**src/rtl/menu_text_ram_if.sv**
```systemverilog
// Command and read-port bundle for menu_text_ram.
// The renderer and the menu controller drive the master side; the store is the slave.
interface menu_text_ram_if #(
    parameter int unsigned COLS   = 16,
    parameter int unsigned ROWS   = 16,
    parameter int unsigned CODE_W = 7
);
    localparam int unsigned COL_W = $clog2(COLS);
    localparam int unsigned ROW_W = $clog2(ROWS);

    logic [ROW_W+COL_W-1:0] char_xy;
    logic [CODE_W-1:0]      char_code;
    logic                   cmd_valid;
    logic                   cmd_ready;
    logic [1:0]             cmd_op;
    logic [COL_W-1:0]       cmd_x;
    logic [ROW_W-1:0]       cmd_y;
    logic [CODE_W-1:0]      cmd_code;
    logic                   busy;
    logic                   err_oob;

    modport slave (
        input  char_xy, cmd_valid, cmd_op, cmd_x, cmd_y, cmd_code,
        output char_code, cmd_ready, busy, err_oob
    );

    modport master (
        output char_xy, cmd_valid, cmd_op, cmd_x, cmd_y, cmd_code,
        input  char_code, cmd_ready, busy, err_oob
    );
endinterface

```
**src/rtl/menu_text_ram.sv**
```systemverilog
// Writable character store for menu/HUD text.
// One registered read port for the char renderer, one write port fed by single-cell
// writes or by a row/screen fill sequencer. Reset runs a full-screen fill (INIT).
module menu_text_ram #(
    parameter int unsigned      COLS      = 16,
    parameter int unsigned      ROWS      = 16,
    parameter int unsigned      CODE_W    = 7,
    parameter logic [CODE_W-1:0] FILL_CODE = 'h20
) (
    input  logic            clk,
    input  logic            rst,
    menu_text_ram_if.slave  bus
);
    localparam int unsigned COL_W = $clog2(COLS);
    localparam int unsigned ROW_W = $clog2(ROWS);
    localparam int unsigned DEPTH = COLS * ROWS;
    localparam int unsigned AW    = $clog2(DEPTH);

    // One extra bit so the limits themselves are representable.
    localparam logic [COL_W:0] ColsLim = (COL_W+1)'(COLS);
    localparam logic [ROW_W:0] RowsLim = (ROW_W+1)'(ROWS);

    typedef enum logic [1:0] {StInit, StIdle, StFill} state_e;

    state_e             state_q, state_d;
    logic [ROW_W-1:0]   row_q, row_d;
    logic [COL_W-1:0]   col_q, col_d;
    logic [ROW_W-1:0]   last_row_q, last_row_d;
    logic [CODE_W-1:0]  fill_code_q, fill_code_d;
    logic               err_q, err_d;
    logic [CODE_W-1:0]  char_code_q;
    logic [CODE_W-1:0]  mem_q [DEPTH];

    logic               we;
    logic [ROW_W-1:0]   w_row;
    logic [COL_W-1:0]   w_col;
    logic [CODE_W-1:0]  w_data;
    logic               ready;
    logic               last_cell;

    logic [ROW_W-1:0]   rd_row;
    logic [COL_W-1:0]   rd_col;
    logic               rd_in_range;

    function automatic logic [AW-1:0] cell_idx(input logic [ROW_W-1:0] r,
                                               input logic [COL_W-1:0] c);
        return AW'(32'(r) * COLS + 32'(c));
    endfunction

    assign rd_row      = bus.char_xy[ROW_W+COL_W-1:COL_W];
    assign rd_col      = bus.char_xy[COL_W-1:0];
    assign rd_in_range = ({1'b0, rd_row} < RowsLim) && ({1'b0, rd_col} < ColsLim);
    assign last_cell   = (col_q == COL_W'(COLS - 1)) && (row_q == last_row_q);

    // Next-state, write-port and handshake decode.
    always_comb begin
        state_d     = state_q;
        row_d       = row_q;
        col_d       = col_q;
        last_row_d  = last_row_q;
        fill_code_d = fill_code_q;
        err_d       = 1'b0;
        we          = 1'b0;
        w_row       = row_q;
        w_col       = col_q;
        w_data      = fill_code_q;
        ready       = 1'b0;

        unique case (state_q)
            StInit, StFill: begin
                we = 1'b1;
                if (last_cell) begin
                    state_d = StIdle;
                end else if (col_q == COL_W'(COLS - 1)) begin
                    col_d = '0;
                    row_d = row_q + ROW_W'(1);
                end else begin
                    col_d = col_q + COL_W'(1);
                end
            end
            StIdle: begin
                ready = 1'b1;
                if (bus.cmd_valid) begin
                    unique case (bus.cmd_op)
                        2'b00: begin
                            if (({1'b0, bus.cmd_x} < ColsLim) &&
                                ({1'b0, bus.cmd_y} < RowsLim)) begin
                                we     = 1'b1;
                                w_row  = bus.cmd_y;
                                w_col  = bus.cmd_x;
                                w_data = bus.cmd_code;
                            end else begin
                                err_d = 1'b1;
                            end
                        end
                        2'b01: begin
                            if ({1'b0, bus.cmd_y} < RowsLim) begin
                                row_d       = bus.cmd_y;
                                col_d       = '0;
                                last_row_d  = bus.cmd_y;
                                fill_code_d = bus.cmd_code;
                                state_d     = StFill;
                            end else begin
                                err_d = 1'b1;
                            end
                        end
                        2'b10: begin
                            row_d       = '0;
                            col_d       = '0;
                            last_row_d  = ROW_W'(ROWS - 1);
                            fill_code_d = FILL_CODE;
                            state_d     = StFill;
                        end
                        default: ;  // reserved op: accepted and ignored
                    endcase
                end
            end
            default: state_d = StInit;
        endcase
    end

    // Control state; reset restarts a full-screen INIT fill.
    always_ff @(posedge clk or posedge rst) begin
        if (rst) begin
            state_q     <= StInit;
            row_q       <= '0;
            col_q       <= '0;
            last_row_q  <= ROW_W'(ROWS - 1);
            fill_code_q <= FILL_CODE;
            err_q       <= 1'b0;
        end else begin
            state_q     <= state_d;
            row_q       <= row_d;
            col_q       <= col_d;
            last_row_q  <= last_row_d;
            fill_code_q <= fill_code_d;
            err_q       <= err_d;
        end
    end

    // Registered read; nonblocking update gives read-before-write on a shared cell.
    always_ff @(posedge clk or posedge rst) begin
        if (rst) begin
            char_code_q <= FILL_CODE;
        end else begin
            char_code_q <= rd_in_range ? mem_q[cell_idx(rd_row, rd_col)] : FILL_CODE;
        end
    end

    // Storage array has no reset; INIT writes every cell instead.
    always_ff @(posedge clk) begin
        if (we) begin
            mem_q[cell_idx(w_row, w_col)] <= w_data;
        end
    end

    assign bus.char_code = char_code_q;
    assign bus.cmd_ready = ready;
    assign bus.busy      = ~ready;
    assign bus.err_oob   = err_q;
endmodule

```
**src/flat_wrapper.sv**
```systemverilog
// flat-port wrapper written by rule: the top's interface ports become plain ports
module menu_text_ram_flat 
#(
    parameter int unsigned      COLS      = 16,
    parameter int unsigned      ROWS      = 16,
    parameter int unsigned      CODE_W    = 7,
    parameter logic [CODE_W-1:0] FILL_CODE = 'h20
)
  (clk, rst, bus_char_xy, bus_cmd_valid, bus_cmd_op, bus_cmd_x, bus_cmd_y, bus_cmd_code, bus_char_code, bus_cmd_ready, bus_busy, bus_err_oob);
  menu_text_ram_if #(.COLS(COLS), .ROWS(ROWS), .CODE_W(CODE_W)) bus_i ();
  input  logic clk;
  input  logic rst;
  input wire logic [$bits(bus_i.char_xy)-1:0] bus_char_xy;
  input wire logic [$bits(bus_i.cmd_valid)-1:0] bus_cmd_valid;
  input wire logic [$bits(bus_i.cmd_op)-1:0] bus_cmd_op;
  input wire logic [$bits(bus_i.cmd_x)-1:0] bus_cmd_x;
  input wire logic [$bits(bus_i.cmd_y)-1:0] bus_cmd_y;
  input wire logic [$bits(bus_i.cmd_code)-1:0] bus_cmd_code;
  output wire logic [$bits(bus_i.char_code)-1:0] bus_char_code;
  output wire logic [$bits(bus_i.cmd_ready)-1:0] bus_cmd_ready;
  output wire logic [$bits(bus_i.busy)-1:0] bus_busy;
  output wire logic [$bits(bus_i.err_oob)-1:0] bus_err_oob;
  assign bus_i.char_xy = bus_char_xy;
  assign bus_i.cmd_valid = bus_cmd_valid;
  assign bus_i.cmd_op = bus_cmd_op;
  assign bus_i.cmd_x = bus_cmd_x;
  assign bus_i.cmd_y = bus_cmd_y;
  assign bus_i.cmd_code = bus_cmd_code;
  assign bus_char_code = bus_i.char_code;
  assign bus_cmd_ready = bus_i.cmd_ready;
  assign bus_busy = bus_i.busy;
  assign bus_err_oob = bus_i.err_oob;
  menu_text_ram #(.COLS(COLS), .ROWS(ROWS), .CODE_W(CODE_W), .FILL_CODE(FILL_CODE)) u_core (.clk(clk), .rst(rst), .bus(bus_i));
endmodule
```
**config.mk**
```make
export PLATFORM = sky130hd
export DESIGN_NAME = menu_text_ram_flat
export DESIGN_NICKNAME = d
export VERILOG_FILES = /design/src/rtl/menu_text_ram_if.sv /design/src/rtl/menu_text_ram.sv /design/src/flat_wrapper.sv
export SDC_FILE = /design/constraint.sdc
export NUM_CORES = 2
export LEC_CHECK = 0
export CORE_MARGIN = 3
export CORE_UTILIZATION = 57
export CTS_BUF_LIST = sky130_fd_sc_hd__clkbuf_16
export CTS_CLUSTER_DIAMETER = 30
export DETAILED_ROUTE_END_ITERATION = 12
export PLACE_DENSITY_LB_ADDON = 0.12
export SYNTH_ARGS = -nofsm -noshare
export SYNTH_HDL_FRONTEND = slang
export SYNTH_SLANG_ARGS = --single-unit
```
**constraint.sdc**
```tcl
create_clock -name clk -period 5.5 [get_ports clk]
set_input_delay 1.1 -clock clk [delete_from_list [all_inputs] [get_ports clk]]
set_output_delay 1.1 -clock clk [all_outputs]
set_load 0.05 [all_outputs]
```
======== Word-level counts from Yosys, hierarchy flattened ========
Memories as Yosys holds them, arrays and structs flattened. A register that Yosys moved wholly into a read port is not among the register bits.
Index checks and enable logic that the tools add are counted.
storage, ports and cells
  word-level logic and storage cells ...... 65
  memory bits (writable) .................. 1792
  memories kept ........................... 1
  output and inout bits ................... 10
  register bits ........................... 21
  bits in read-only memories .............. 0
  latch bits .............................. 0
cells by class
  bitwise operators ....................... 1
  $mul .................................... 0
  reduce and logical (&&, ||, !) cells .... 11
  multiplexer cells ....................... 31
  equal/unequal tests ..................... 12
  shift-type cells ........................ 0
  div/mod/pow operators ................... 0
  add/subtract/negate cells ............... 4
  magnitude comparators ................... 0
memories
  memory        words  bits a word  read ports  clocked after Yosys merged registers in  write ports  line                 RTL
  u_core.mem_q  256    7            1           1                                        1            menu_text_ram.sv:32  logic [CODE_W-1:0] mem_q [DEPTH];
operators by type and width
  cell                                            number
  2-to-1 mux 4 bit                                13
  case mux 4 bit (2 select lines)                 4
  2-to-1 mux 7 bit                                3
  adder 8 x 4 -> 8 bit                            2
  case mux 7 bit (2 select lines)                 1
  adder 4 x 1 -> 4 bit (second input constant)    2
  2-to-1 mux 2 bit                                3
  != test 2 bit (second input constant)           3
  AND reduction 3 bit                             2
  2-to-1 mux 1 bit                                5
  AND reduction 5 bit                             1
  == test 2 x 1 -> 1 bit (second input constant)  2
  == test 2 bit (second input constant)           2
  == test 4 bit                                   1
  == test 4 bit (second input constant)           1
  zero test 2 bit                                 2
  != test 2 x 1 -> 1 bit (second input constant)  2
  case mux 2 bit (2 select lines)                 1
  AND reduction 4 bit                             1
  nonzero test 2 bit                              2
  OR reduction 2 bit                              2
  != test 3 x 2 -> 1 bit (second input constant)  1
  case mux 1 bit (2 select lines)                 1
  logical AND 1 bit                               1
  NOT 1 bit                                       1

======== Depth between registers and ports, before layout ========
  word-level depth ........................ 6
  depth in mapped cells ................... 13
  depth with buffers taken out ............ 7

======== Worst setup path after synthesis ========
OpenSTA, ideal clock, no wires.
  path kind ............................... in2reg
  start point ............................. input bus_cmd_op[0]
  end point ............................... memory u_core.mem_q[0][0] (data pin)
  setup time .............................. 823 ps
  stages .................................. 7
  required time ........................... 4677 ps
  arrival time ............................ 5031 ps
  slack ................................... -354 ps
  cell sequence ........................... inv_1 ha_1 and3_1 clkbuf_1 clkbuf_1 nand2_1 nand2_1
between the ends
  longest elaborated chain between the ends .. 4
RTL lines
  what                  line                 RTL
  from (decl)           flat_wrapper.sv:15   input wire logic [$bits(bus_i.cmd_op)-1:0] bus_cmd_op;
  zero test 2 bit       menu_text_ram.sv:84  unique case (bus.cmd_op)
  2-to-1 mux 7 bit      menu_text_ram.sv:84
  2-to-1 mux 7 bit      menu_text_ram.sv:83  if (bus.cmd_valid) begin
  2-to-1 mux 7 bit      menu_text_ram.sv:69  unique case (state_q)
  via u_core.w_data[0]  menu_text_ram.sv:37  logic [CODE_W-1:0] w_data;
  to (decl)             menu_text_ram.sv:32
The timed path passes the listed nets, and every way through them passes these cells.

======== Final worst setup path ========
  start point ............................. register u_core.state_q[0]
  end point ............................... memory u_core.mem_q[115][3], enable pin
between the ends
  longest elaborated chain between the ends .. 5
  elaborated cells between the ends (all ways) .. 10
RTL lines
  what                                                                          line                  RTL
  from (decl)                                                                   menu_text_ram.sv:25   state_e state_q, state_d;
  from (signal assigned)                                                        menu_text_ram.sv:125  state_q <= StInit;
  from (signal assigned)                                                        menu_text_ram.sv:132  state_q <= state_d;
  parallel branches: the longest is 5 deep, another holds adder 8 x 4 -> 8 bit  n/a
Several ways; the timed one is not identified.

==> summary.md <==
| Metric | Value |
|---|---|
| Status | `finished, final reports clean` |
| Post-CTS Resized | `0` |
| Final worst path period share | `0.733` |
| Reg2Reg Depth | `7` |
| Min-Delay Path Class | `flop to flop` |
| Largest net degree at the start of global routing | `~100` |
| Most frequent cells after synthesis | `edfxtp_1, mux4_2, nor2_1` |
| Avg Cell Area, Syn | `~21 sq um` |
| Distinct cells, synth | `55` |
| Total gr overflow | `0` |
| First-pass GRT wire length | `about 260 mm` |
| Final setup violation count | `0` |
| # Post-CTS Setup Buffers | `0` |
| Buf+Inv Stages, Crit Path | `1` |
| Hold_sp | `u_core.fill_code_q[1]` |
| Residual DRC count | `0` |
| Worst Path Arrival | `4.51 ns` |
| Detailed Place HPWL | `108 mm` |
| Share of layout cells above drive strength 1 | `0.293` |
| Sequential power share | `0.413` |
| Drt via density | `~6.5` |
| Top_reg_cell synth | `edfxtp_1` |
| Top-count cell post-synth | `edfxtp_1` |
| Gp weighted congestion | `slightly below 0.9` |
| Synth area leader | `edfxtp_1` |
| Max stage delay on crit path | `0.74 ns` |
| Std-Cell Rows | `between 100 and 150` |
| Bufs on Longest Clock Path | `4` |
| Worst path depth | `7` |
| CP Cell Sequence | `nand2b_1 -> inv_2 -> and3_1 -> nand3_1 -> o21ai_0 -> nand2_1 -> nor2_1` |
| Critical-path maximum fanout | `27` |
| Via count | `approximately 37000` |
| Final nets | `approximately 3800` |
| Die Area | `around 130000 sq um` |
| Final hold vios | `0` |
| Ports | `38` |
| Final min period | `slightly above 4 ns` |
| Root buffer cell | `clkbuf_16` |
| Total Wirelength | `approximately 180 mm` |
| Static Leak | `28.1 nW` |
| Slew HR | `0.203` |
| Switch share | `0.262` |
| Crit Path Class | `flop to flop` |
| Drt initial violations | `roughly 4800` |
| Initial antenna violation count | `3` |
| Synth area leaders | `edfxtp_1, mux4_2, mux2i_1` |
| Psw | `approximately 0.011 W` |
| Crit. Startpoint | `u_core.state_q[0]` |
| Slowest-stage cell, CP | `nor2_1` |
| Antenna diodes | `0` |
| Clock skew | `about 0.060 ns` |
| Logic pwr share | `0.119` |
| Ys async rst share | `0.0154` |
| Syn. warnings | `0` |
| Pre-antenna DRT Iters | `6` |
| Mapped Nets | `roughly 3500` |
| Core area | `approximately 120000 sq um` |
| Post-synthesis sequential area ratio | `0.763` |
| Register bit total from synthesis | `between 1500 and 2000` |
| Fmax | `0.248 GHz` |
| Worst path top cell family by delay | `simple AND/OR/NAND/NOR gates` |
| Initial Util | `0.576` |
| Area Growth Syn to Fin | `19.6%` |
| Die Wd | `360 um` |
| Startpoint types | `flop` |
| P_int | `roughly 0.031 W` |
| IO Port Bufs | `36` |
| Worst-margin pin slew | `1.19 ns` |
| Clock Latency Late Sink | `~0.9 ns` |
| CTS tree | `built` |
| Crit end category | `flop` |
| Clock power share | `0.467` |
| Post-DRT Antenna Nets | `0` |
| Clock transition at path regs | `0.05 ns` |
| Top cell type's share of synthesized area | `0.753` |
| Worst Path Required | `5.98 ns` |
| H-tree levels | `5` |
| Reg2reg start | `u_core.state_q[0]` |
| Die height | `around 360 um` |
| Total track usage | `0.282` |
| Cell area after synthesis | `71500 sq um` |
| TritonCTS Buffers | `340` |
| Place WS | `around 0.78 ns` |
| CTS sink count | `~1800` |
| Fin. max-slew vios | `0` |
| Post-CTS Hold Fix Bufs | `0` |
| Post-synth EDFFs | `1792` |
| Synthesized instance count | `about 3400` |
| Fin Setup TNS | `0 ns` |
| Power per Cell Area | `499 nW/um^2` |
| Vias in the first global route | `around 38000` |
| Max_cap viols | `0` |
| Hold depth | `2` |
| Final setup margin | `1.47 ns` |
| RSZ-0062 raised after global routing | `false` |
| Wire per inst | `about 32 um` |
| Peak supply drop | `0.366 mV` |
-- layout by cell type (no fill, tap or decap), drive strengths merged, types with 29 or more instances in the layout --
master         instances
o22ai                 45
clkinv               105
buf                  159
bufinv                29
o221ai                39
a21oi                 29
nor2                 272
edfxtp              1792
nand2                121
inv                   92
mux2i                145
clkdlybuf4s50         31
clkinvlp              42
mux4                 444
o21ai                 51
clkbuf               345
nand3                 47
-- final timing paths --
kind	slack, ns	endpoint
setup / recovery	1.47	u_core.mem_q[115][3]
hold / removal	0.48	u_core.fill_code_q[1]
setup reg to reg	1.47	u_core.mem_q[115][3]
hold reg to reg	0.48	u_core.fill_code_q[1]
max in group asynchronous	4.44	u_core.bus.char_code[5]
min in group asynchronous	0.66	u_core.state_q[0]
-- routing by layer --
| metal | track usage | routed length (um) | vias to the layer above |
|---|---|---|---|
| met4 | 0.119 | 7530 | 2 |
| met3 | 0.0693 | 16500 | 406 |
| li1 | - | - | 15000 |
| met1 | 0.384 | 68500 | 19300 |
| met5 | 0 | 12 | - |
| met2 | 0.443 | 87700 | 1949 |
-- cell families (layout without fill, tap and decap cells) --
group	Yosys count	in the layout	synth area share
fa+ha+maj	5	5	0.000876
flops	1820	1820	0.763
simple gates	516	516	0.0306
other cells	1	1	0.0000525
xor+xnor	4	4	0.000490
compound gates	260	260	0.0251
buf+inv	211	803	0.0170
mux	603	603	0.163
-- area by class of cell --
cell class / count / area (sq um)
flip-flops and latches: 1820 / 54500
well taps: 1637 / 2050
inverters: 7 / 31.3
multi-input cells: 1389 / 15800
clock buffers: 345 / 8630
repair buffers: 190 / 1880
clock inverters: 261 / 2520
fillers: 7471 / 38700
-- worst min-delay path, delay by kind of cell (launching register included) --
kind	cells	cell delay (ns)
simple gates	1	0.04
flops	1	0.33
compound gates	1	0.06
-- power groups by stage --
| stage | Combinational (W) | Sequential [W] | Clock [W] |
|---|---|---|---|
| 2_1_floorplan | 0.00241 | 0.0182 | 0 |
| 3_3_place_gp | 0.00489 | 0.0179 | 0 |
| 3_5_place_dp | 0.00511 | 0.0179 | 0 |
| 4_1_cts | 0.00513 | 0.0176 | 0.0202 |
| 5_1_grt | 0.00539 | 0.0177 | 0.0209 |
| 6_report | 0.00510 | 0.0176 | 0.0200 |
-- stage by stage --
step / utilization / cell area, sq um / std cells / total power [W] / hold WS, ns
4_1_cts: 0.689 / 85500 / 5649 / 0.0429 / 0.481
2_1_floorplan: - / 71500 / 3420 / 0.0206 / 0.450
5_1_grt: 0.689 / 85500 / 5649 / 0.0439 / 0.497
3_5_place_dp: 0.599 / 74300 / 5043 / 0.0230 / 0.471
3_3_place_gp: 0.599 / 74300 / 5043 / 0.0228 / 0.462
6_report: 0.689 / 85500 / 5649 / 0.0427 / 0.479
-- registers in the layout (all words and copies together) (netlist names) --
signal and cells:
u_core.bus.char_code 7, u_core.col_q 4, u_core.fill_code_q 7, u_core.last_row_q 4, u_core.mem_q 1792, u_core.row_q 4
u_core.state_q 2
(Power assumes the default switching activity.)
